File: src/rtl/onchip_mem_arb_pkg.sv
// Shared constants and the arbiter state encoding for the on-chip RAM arbiter.
// BE_W is fixed by the RAM's 32-bit word with four byte lanes.
package onchip_mem_arb_pkg;

  localparam int ADDR_W = 13;
  localparam int DATA_W = 32;
  localparam int BE_W   = 4;
  localparam int DEPTH  = 5120;

  typedef enum logic [1:0] {
    IDLE = 2'd0,
    OWN0 = 2'd1,
    OWN1 = 2'd2
  } arb_state_t;

endpackage

File: src/rtl/onchip_mem_arb_rr.sv
// Round-robin grant FSM with burst holding for two masters.
// Handshake: req[n] is a pending request; grant[n] means it is accepted this cycle.
// The 'state' register is the FSM debug probe.
module onchip_mem_arb_rr
  import onchip_mem_arb_pkg::*;
#(
  parameter int HOLD_MAX = 4
) (
  input  logic       clk,
  input  logic       reset,
  input  logic [1:0] req,
  output logic [1:0] grant
);

  localparam int CNT_W = (HOLD_MAX > 1) ? $clog2(HOLD_MAX) : 1;
  localparam logic [CNT_W-1:0] CNT_LAST = CNT_W'(HOLD_MAX - 1);

  arb_state_t       state, state_nxt;
  logic [CNT_W-1:0] hold_cnt, hold_cnt_nxt;
  logic             last_grant, last_grant_nxt;

  always_ff @(posedge clk or posedge reset) begin
    if (reset) begin
      state      <= IDLE;
      hold_cnt   <= '0;
      last_grant <= 1'b1;
    end else begin
      state      <= state_nxt;
      hold_cnt   <= hold_cnt_nxt;
      last_grant <= last_grant_nxt;
    end
  end

  always_comb begin
    state_nxt    = state;
    hold_cnt_nxt = hold_cnt;
    grant        = 2'b00;
    case (state)
      IDLE: begin
        hold_cnt_nxt = '0;
        if (req[0] && req[1]) begin
          if (last_grant) begin
            grant     = 2'b01;
            state_nxt = OWN0;
          end else begin
            grant     = 2'b10;
            state_nxt = OWN1;
          end
        end else if (req[0]) begin
          grant     = 2'b01;
          state_nxt = OWN0;
        end else if (req[1]) begin
          grant     = 2'b10;
          state_nxt = OWN1;
        end
      end
      OWN0: begin
        if (req[0]) begin
          if (req[1] && hold_cnt == CNT_LAST) begin
            grant        = 2'b10;
            state_nxt    = OWN1;
            hold_cnt_nxt = '0;
          end else begin
            grant = 2'b01;
            // Saturate so a lone requester keeps the port indefinitely.
            if (hold_cnt != CNT_LAST) hold_cnt_nxt = hold_cnt + 1'b1;
          end
        end else if (req[1]) begin
          grant        = 2'b10;
          state_nxt    = OWN1;
          hold_cnt_nxt = '0;
        end else begin
          state_nxt    = IDLE;
          hold_cnt_nxt = '0;
        end
      end
      OWN1: begin
        if (req[1]) begin
          if (req[0] && hold_cnt == CNT_LAST) begin
            grant        = 2'b01;
            state_nxt    = OWN0;
            hold_cnt_nxt = '0;
          end else begin
            grant = 2'b10;
            if (hold_cnt != CNT_LAST) hold_cnt_nxt = hold_cnt + 1'b1;
          end
        end else if (req[0]) begin
          grant        = 2'b01;
          state_nxt    = OWN0;
          hold_cnt_nxt = '0;
        end else begin
          state_nxt    = IDLE;
          hold_cnt_nxt = '0;
        end
      end
      default: begin
        state_nxt    = IDLE;
        hold_cnt_nxt = '0;
      end
    endcase
  end

  always_comb begin
    last_grant_nxt = last_grant;
    if (grant[1])      last_grant_nxt = 1'b1;
    else if (grant[0]) last_grant_nxt = 1'b0;
  end

endmodule

File: src/rtl/onchip_mem_arbiter.sv
// Two-master Avalon-MM arbiter in front of the 5120x32 on-chip RAM (1-cycle read latency).
// Optional range checking is enabled by defining ONCHIP_MEM_ARB_BOUNDS_CHECK_EN.
module onchip_mem_arbiter
  import onchip_mem_arb_pkg::*;
#(
  parameter int HOLD_MAX = 4
) (
  input  logic              clk,
  input  logic              reset,
  input  logic [ADDR_W-1:0] m0_address,
  input  logic              m0_read,
  input  logic              m0_write,
  input  logic [BE_W-1:0]   m0_byteenable,
  input  logic [DATA_W-1:0] m0_writedata,
  output logic              m0_waitrequest,
  output logic [DATA_W-1:0] m0_readdata,
  output logic              m0_readdatavalid,
  input  logic [ADDR_W-1:0] m1_address,
  input  logic              m1_read,
  input  logic              m1_write,
  input  logic [BE_W-1:0]   m1_byteenable,
  input  logic [DATA_W-1:0] m1_writedata,
  output logic              m1_waitrequest,
  output logic [DATA_W-1:0] m1_readdata,
  output logic              m1_readdatavalid,
  output logic [ADDR_W-1:0] mem_address,
  output logic [BE_W-1:0]   mem_byteenable,
  output logic              mem_chipselect,
  output logic              mem_write,
  output logic [DATA_W-1:0] mem_writedata,
  output logic              mem_clken,
  input  logic [DATA_W-1:0] mem_readdata,
  output logic              bound_err
);

  logic [1:0]        req;
  logic [1:0]        grant;
  logic              any_grant;
  logic [ADDR_W-1:0] sel_address;
  logic [BE_W-1:0]   sel_byteenable;
  logic [DATA_W-1:0] sel_writedata;
  logic              sel_read;
  logic              sel_write;
  logic              oob;
  logic              acc_read;

  logic [ADDR_W-1:0] addr_q;
  logic [BE_W-1:0]   be_q;
  logic [DATA_W-1:0] wdata_q;
  logic              write_q;

  logic              rd_pend;
  logic              rd_owner;
  logic              rd_oob;
  logic [DATA_W-1:0] rd_data;

  assign req = {m1_read | m1_write, m0_read | m0_write};

  onchip_mem_arb_rr #(
    .HOLD_MAX (HOLD_MAX)
  ) u_rr (
    .clk   (clk),
    .reset (reset),
    .req   (req),
    .grant (grant)
  );

  assign any_grant      = |grant;
  assign m0_waitrequest = req[0] & ~grant[0];
  assign m1_waitrequest = req[1] & ~grant[1];

  assign sel_address    = grant[1] ? m1_address    : m0_address;
  assign sel_byteenable = grant[1] ? m1_byteenable : m0_byteenable;
  assign sel_writedata  = grant[1] ? m1_writedata  : m0_writedata;
  assign sel_read       = grant[1] ? m1_read       : m0_read;
  assign sel_write      = grant[1] ? m1_write      : m0_write;

  // A simultaneous read+write is treated as a write only.
  assign acc_read = any_grant & sel_read & ~sel_write;

`ifdef ONCHIP_MEM_ARB_BOUNDS_CHECK_EN
  assign oob = any_grant & (sel_address >= ADDR_W'(DEPTH));

  always_ff @(posedge clk or posedge reset) begin
    if (reset)    bound_err <= 1'b0;
    else if (oob) bound_err <= 1'b1;
  end
`else
  assign oob       = 1'b0;
  assign bound_err = 1'b0;
`endif

  // Idle cycles keep the RAM-side bus steady at the last granted access.
  always_ff @(posedge clk or posedge reset) begin
    if (reset) begin
      addr_q  <= '0;
      be_q    <= '0;
      wdata_q <= '0;
      write_q <= 1'b0;
    end else if (any_grant) begin
      addr_q  <= sel_address;
      be_q    <= sel_byteenable;
      wdata_q <= sel_writedata;
      write_q <= sel_write;
    end
  end

  assign mem_address    = any_grant ? sel_address    : addr_q;
  assign mem_byteenable = any_grant ? sel_byteenable : be_q;
  assign mem_writedata  = any_grant ? sel_writedata  : wdata_q;
  assign mem_write      = any_grant ? sel_write      : write_q;
  assign mem_chipselect = any_grant & ~oob;
  assign mem_clken      = 1'b1;

  always_ff @(posedge clk or posedge reset) begin
    if (reset) begin
      rd_pend  <= 1'b0;
      rd_owner <= 1'b0;
      rd_oob   <= 1'b0;
    end else begin
      rd_pend  <= acc_read;
      rd_owner <= grant[1];
      rd_oob   <= oob;
    end
  end

  assign rd_data          = rd_oob ? '0 : mem_readdata;
  assign m0_readdatavalid = rd_pend & ~rd_owner;
  assign m1_readdatavalid = rd_pend & rd_owner;
  assign m0_readdata      = m0_readdatavalid ? rd_data : '0;
  assign m1_readdata      = m1_readdatavalid ? rd_data : '0;

endmodule
File: config.mk
export PLATFORM = sky130hd
export DESIGN_NAME = onchip_mem_arbiter
export DESIGN_NICKNAME = d
export VERILOG_FILES = /design/src/rtl/onchip_mem_arb_pkg.sv /design/src/rtl/onchip_mem_arb_rr.sv /design/src/rtl/onchip_mem_arbiter.sv
export SDC_FILE = /design/constraint.sdc
export NUM_CORES = 1
export LEC_CHECK = 0
export CORE_ASPECT_RATIO = 0.8
export CORE_MARGIN = 5
export CORE_UTILIZATION = 34
export CTS_CLUSTER_SIZE = 25
export DETAILED_ROUTE_END_ITERATION = 6
export PLACE_DENSITY_LB_ADDON = 0.05
export SLEW_MARGIN = 40
export SYNTH_ARGS = -nofsm -noshare
export SYNTH_HDL_FRONTEND = slang
export SYNTH_SLANG_ARGS = --single-unit
export TNS_END_PERCENT = 30
File: constraint.sdc
create_clock -name clk -period 3.9 [get_ports clk]
set_input_delay 1.17 -clock clk [delete_from_list [all_inputs] [get_ports clk]]
set_output_delay 1.17 -clock clk [all_outputs]
set_load 0.01 [all_outputs]
# Yosys cells after proc, flatten, opt, wreduce, memory -nomap -nowiden
# Index checks and enable logic that the tools add are counted.
[op_classes]
n_addsub = 1
eq_ne = 7
n_mux = 37
bitwise_logic = 12
reduce_logical = 7
[ops]
columns = ["operator", "n"]
rows = [
  ["two-way mux 32 bit", 4],
  ["two-way mux 2 bit", 20],
  ["two-way mux 13 bit", 2],
  ["case mux 2 bit (3 select lines)", 2],
  ["two-way mux 4 bit", 2],
  ["bitwise AND 1 bit", 6],
  ["two-way mux 1 bit", 6],
  ["inequality test 3 x 2 -> 1 bit (second input constant)", 2],
  ["== test 2 bit (second input constant)", 2],
  ["inequality test 4 x 3 -> 1 bit (second input constant)", 1],
  ["inverter 1 bit", 4],
  ["case mux 2 bit (2 select lines)", 1],
  ["logical AND 1 bit", 3],
  ["AND reduction 3 bit", 1],
  ["adder 2 x 1 -> 2 bit (second input constant)", 1],
  ["== test 2 x 1 -> 1 bit (second input constant)", 1],
  ["logical NOT 2 bit", 1],
  ["inequality test 2 bit (second input constant)", 1],
  ["bitwise OR 1 bit", 2],
  ["nonzero test 2 bit", 1],
  ["OR reduction 2 bit", 1],
]
[totals]
ff_bits = 57
in_bits = 136
out_inout_bits = 121
elab_cells = 73

# Depth between registers and ports, before layout
[depth]
depth_word = 8
ltp_mapped = 9
mapped_depth_nobuf = 7

# By module
# A second synthesis with hierarchy kept.
[unflattened]
hier_cells = 354
hier_area_um2 = 3375.7
[modules_own_cells]
columns = ["module", "n_inst", "cells_each", "area_per_inst_um2", "seq_area_each_um2"]
rows = [
  ["onchip_mem_arbiter", 1, 307, 2964.1, 1301.2],
  ["onchip_mem_arb_rr", 1, 47, 411.6, 126.4],
]

# Least setup slack after synthesis
# OpenSTA, ideal clock, no wires.
[synth_path]
path_kind = "input to output"
start = "input m1_write"
end = "output mem_address[0]"
arrival_time_ps = 2510
required_time_ps = 2730
path_slack_ps = 220
path_stages = 7
n_path_buf = 2
path_cell_list = "or2_2 > a311oi_2 > o22ai_1 > buf_6 > buf_6 > mux2i_1 > o21ai_1"
[synth_via]
elab_chain_len = 7
word_cells_on_any_way = 13
[synth_lines]
columns = ["item", "line", "rtl"]
rows = [
  ["start: declaration", "onchip_mem_arbiter.sv:20", "input logic m1_write,"],
  ["bitwise OR 1 bit *", "onchip_mem_arbiter.sv:57", "assign req = {m1_read | m1_write, m0_read | m0_write};"],
  ["two-way mux 2 bit or logical AND 1 bit (tied branches)", "onchip_mem_arb_rr.sv:52, onchip_mem_arb_rr.sv:68, onchip_mem_arb_rr.sv:59", ""],
  ["two-way mux 2 bit (on tied branches)", "onchip_mem_arb_rr.sv:49, onchip_mem_arb_rr.sv:59", ""],
  ["two-way mux 2 bit (on tied branches)", "onchip_mem_arb_rr.sv:41, onchip_mem_arb_rr.sv:58", ""],
  ["case mux 2 bit (3 select lines) *", "onchip_mem_arb_rr.sv:38", "case (state)"],
  ["two-way mux 13 bit or OR reduction 2 bit (tied branches)", "onchip_mem_arbiter.sv:72, onchip_mem_arbiter.sv:68", ""],
  ["two-way mux 13 bit *", "-", ""],
  ["end: declaration", "onchip_mem_arbiter.sv:26", "output logic [ADDR_W-1:0] mem_address,"],
]
# Every way passes the cells marked *; elsewhere a longest branch is shown, timed or not.

# Final worst setup path
[layout_path]
start = "input m1_read"
end = "output mem_writedata[7]"
[layout_via]
elab_chain_len = 7
word_cells_on_any_way = 13
[layout_lines]
columns = ["item", "line", "rtl"]
rows = [
  ["start: declaration", "onchip_mem_arbiter.sv:19", "input logic m1_read,"],
  ["bitwise OR 1 bit *", "onchip_mem_arbiter.sv:57", ""],
  ["two-way mux 2 bit or logical AND 1 bit (tied branches)", "onchip_mem_arb_rr.sv:52, onchip_mem_arb_rr.sv:68, onchip_mem_arb_rr.sv:59", ""],
  ["two-way mux 2 bit (on tied branches)", "onchip_mem_arb_rr.sv:49, onchip_mem_arb_rr.sv:59", ""],
  ["two-way mux 2 bit (on tied branches)", "onchip_mem_arb_rr.sv:41, onchip_mem_arb_rr.sv:58", ""],
  ["case mux 2 bit (3 select lines) *", "onchip_mem_arb_rr.sv:38", ""],
  ["two-way mux 32 bit or OR reduction 2 bit (tied branches)", "onchip_mem_arbiter.sv:74, onchip_mem_arbiter.sv:68", ""],
  ["two-way mux 32 bit *", "-", ""],
  ["end: declaration", "onchip_mem_arbiter.sv:30", "output logic [DATA_W-1:0] mem_writedata,"],
]
# Marks and branches as above.

==> flow_summary.json <==
{
  "die_h_um": 98.0,
  "clock_latency_ns": 0.32,
  "r2r_end": "wdata_q[28]",
  "slew_headroom_pct": 47.4,
  "nNetsFinal": 787,
  "maxCapViolCount": 0,
  "critPathRequiredTime_ns": 2.73,
  "cts.sink_count": 57,
  "gp_congestion": 0.843,
  "grt_overflow": 0,
  "yosysSeqAreaShare_pct": 43.4,
  "p_total_mw": 5.56,
  "ys_ff_latch": 57,
  "antenna_found_initial": 0,
  "tightestPinTransition_ns": 0.789,
  "fp.dieArea_mm2": 0.0118,
  "syn_area_mm2": 0.00329,
  "track_usage_pct": 22.3,
  "synth_warnings": 0,
  "hold_viol_final": 0,
  "cts_tree": "built",
  "clock_skew_ns": 0.00498,
  "dp_hpwl_um": 9660,
  "crit_slowest_cell": "a311oi_4",
  "row_count": 32,
  "synth_cell_types": 35,
  "utilization_pct": 68.7,
  "instances_no_fill": 770,
  "ctsLongestPathBuffers": 2,
  "initial_core_util_pct": 34.5,
  "drt_iter0_drc": 118,
  "wirelength_um": 13700,
  "avgViaCountPerCell": 4.91,
  "grt_pass1_wl_um": 20800,
  "numCtsBuffers": 9,
  "ant_nets": 0,
  "hold_buffers": 0,
  "status": "complete, no violations",
  "synth.most_common_cell": "nand2_1",
  "grt_pass1_vias": 3938,
  "peakVddDrop_v": 0.000438,
  "grt_max_degree": 41,
  "place_area_mm2": 0.00604,
  "synthArstFlopShare_pct": 100,
  "rsz0062_at_grt": "true",
  "powerDensity_mw_per_mm2": 850,
  "drc": 0,
  "path_class": "input pin to output port",
  "fin_crit_ns": 3.90,
  "timing.critical_path.to": "mem_writedata[7]",
  "ioPinCount": 257,
  "timing.rr.start": "u_rr.state[0]",
  "place_inst": 726,
  "critPathCaptureType": "output port",
  "setup_viol": 0,
  "firstDrtPassIters": 4,
  "critical_path.max_fanout": 8,
  "crit_path_max_incr_delay_ns": 0.27,
  "hold_class": "flip-flop to flip-flop",
  "clk_pin_slew_ns": 0.05,
  "syn_nets": 498,
  "cp-start-kind": "input pin",
  "synthCells": 358,
  "synth_edf_count": 0,
  "min_path_cells": 2,
  "diodes": 0,
  "max_freq_mhz": 257,
  "timing.reg2reg.setup_slack_ns": 1.50,
  "cts_root_buf": "clkbuf_16",
  "leakage_nw": 3.16,
  "avgSynthCellArea_um2": 9.19,
  "crit_top_cell": "buf_6",
  "netlist_top_cells_count": "58 x nand2_1, 56 x dfrtp_1, 51 x mux2i_1",
  "drive_gt1_share_pct": 21.4,
  "synth.top_cell.area_share_pct": 42.6,
  "synth_ff_type": "dfrtp_1",
  "portBuffers": 254,
  "worstPathCellList": "buf_6, or2_4, a311oi_4, o22ai_4, buf_6, buf_16, mux2i_2, o21ai_2, buf_2",
  "final_area_mm2": 0.00655,
  "critPathLaunch": "m1_read",
  "slew_viol_final": 0,
  "core_area_mm2": 0.00953,
  "synthTopCellsByArea": "dfrtp_1 43%, mux2i_1 16%, o21ai_1 7.1%",
  "area_delta_synth_final_pct": 98.9,
  "num_vias": 3777,
  "worstPathArrival_ns": 2.73,
  "die_w_um": 120,
  "synth_top_cell_by_area": "dfrtp_1",
  "fin_setup_tns_ns": 0,
  "h-tree-depth": 3,
  "post_drt_wl_per_cell_um": 17.8,
  "r2r_cells": 11,
  "fin_crit_sh_pct": 99.9
}
[cell families (layout without fill, tap and decap cells)]
group                    after synthesis  in the layout  synth area share [%]
buffers and inverters                 33            326                  5.63
AO/OA/AOI/OAI                         71             71                  12.1
multiplexers                          52             52                  15.9
adder cells (fa/ha/maj)                4              4                  1.52
other                                  2              2                 0.228
AND/OR/NAND/NOR                      139            139                  21.3
flip-flops                            57             57                  43.4
[layer usage]
layer / track usage (%) / vias to the layer above / share of wire, %
li1: - / 1811 / -
met1: 24.2 / 1764 / 38
met2: 40.6 / 183 / 51
met5: 0 / - / 0
met3: 7.76 / 19 / 9.0
met4: 6.95 / 0 / 1.8
[per-stage QoR]
stage	setup WS (ns)	hold WS (ns)
2_1_floorplan	0.220	0.460
3_3_place_gp	-0.770	0.479
3_5_place_dp	-0.842	0.485
4_1_cts	-0.0430	0.493
5_1_grt	-0.0918	0.533
6_report	0.00230	0.502
[placed cells by master (no fill, tap or decap), types with 2 or more instances in the layout]
| cell | n |
|---|---|
| o22ai_1 | 2 |
| o21ai_1 | 41 |
| clkbuf_16 | 11 |
| buf_4 | 33 |
| inv_1 | 4 |
| o21ai_0 | 6 |
| o21ai_2 | 9 |
| and2_1 | 33 |
| clkdlybuf4s50_1 | 198 |
| and3_1 | 32 |
| a21oi_1 | 3 |
| dlygate4sd2_1 | 2 |
| conb_1 | 2 |
| clkbuf_8 | 3 |
| nand2_1 | 58 |
| nor2_1 | 9 |
| nor2b_1 | 2 |
| dfrtp_1 | 56 |
| ha_1 | 4 |
| buf_2 | 50 |
| buf_6 | 8 |
| buf_16 | 6 |
| buf_12 | 5 |
| mux2i_2 | 2 |
| clkinv_2 | 3 |
| mux2i_1 | 49 |
[worst max-delay path: cells and delay by family]
family,cells,cell delay [ns]
compound gates,3,0.56
buf+inv,4,0.57
simple gates,1,0.25
mux,1,0.15
[power by group]
group	switching, mW	internal, mW
clock	0.263	0.474
sequential	0.131	0.903
combinational	1.85	1.94
total	2.24	3.32
[layout make-up]
cell class	instances	area [µm²]
Inverter	6	25.0
Multi-Input combinational cell	268	1750
Clock buffer	12	267
Sequential cell	57	1430
Clock inverter	3	15.0
Timing Repair Buffer	305	2910
Fill cell	779	2980
Tap cell	119	149
[what timing repair did]
| item | in CTS | in global routing |
|---|---|---|
| pin swaps | 9 | 13 |
| buffers inserted | 11 | 10 |
| resized for setup | 235 | 16 |
| cloned | 6 | 2 |
| setup endpoints to repair | 53 | 50 |
[worst min path at each step]
stage | startpoint | to | slack (ns)
after floorplan | u_rr.last_grant | u_rr.last_grant | 0.46
after global placement | u_rr.last_grant | u_rr.last_grant | 0.48
after detailed placement | u_rr.last_grant | u_rr.last_grant | 0.48
after CTS | u_rr.last_grant | u_rr.last_grant | 0.49
after global routing | u_rr.last_grant | u_rr.last_grant | 0.53
final | u_rr.last_grant | u_rr.last_grant | 0.50
[state kept, by name, indices dropped and copies added (netlist names)]
name / count
be_q: 4
write_q: 1
wdata_q: 32
u_rr.state: 2
addr_q: 13
u_rr.last_grant: 1
u_rr.hold_cnt: 2
rd_owner: 1
rd_pend: 1
No activity file was read; power rests on OpenSTA's default activity.
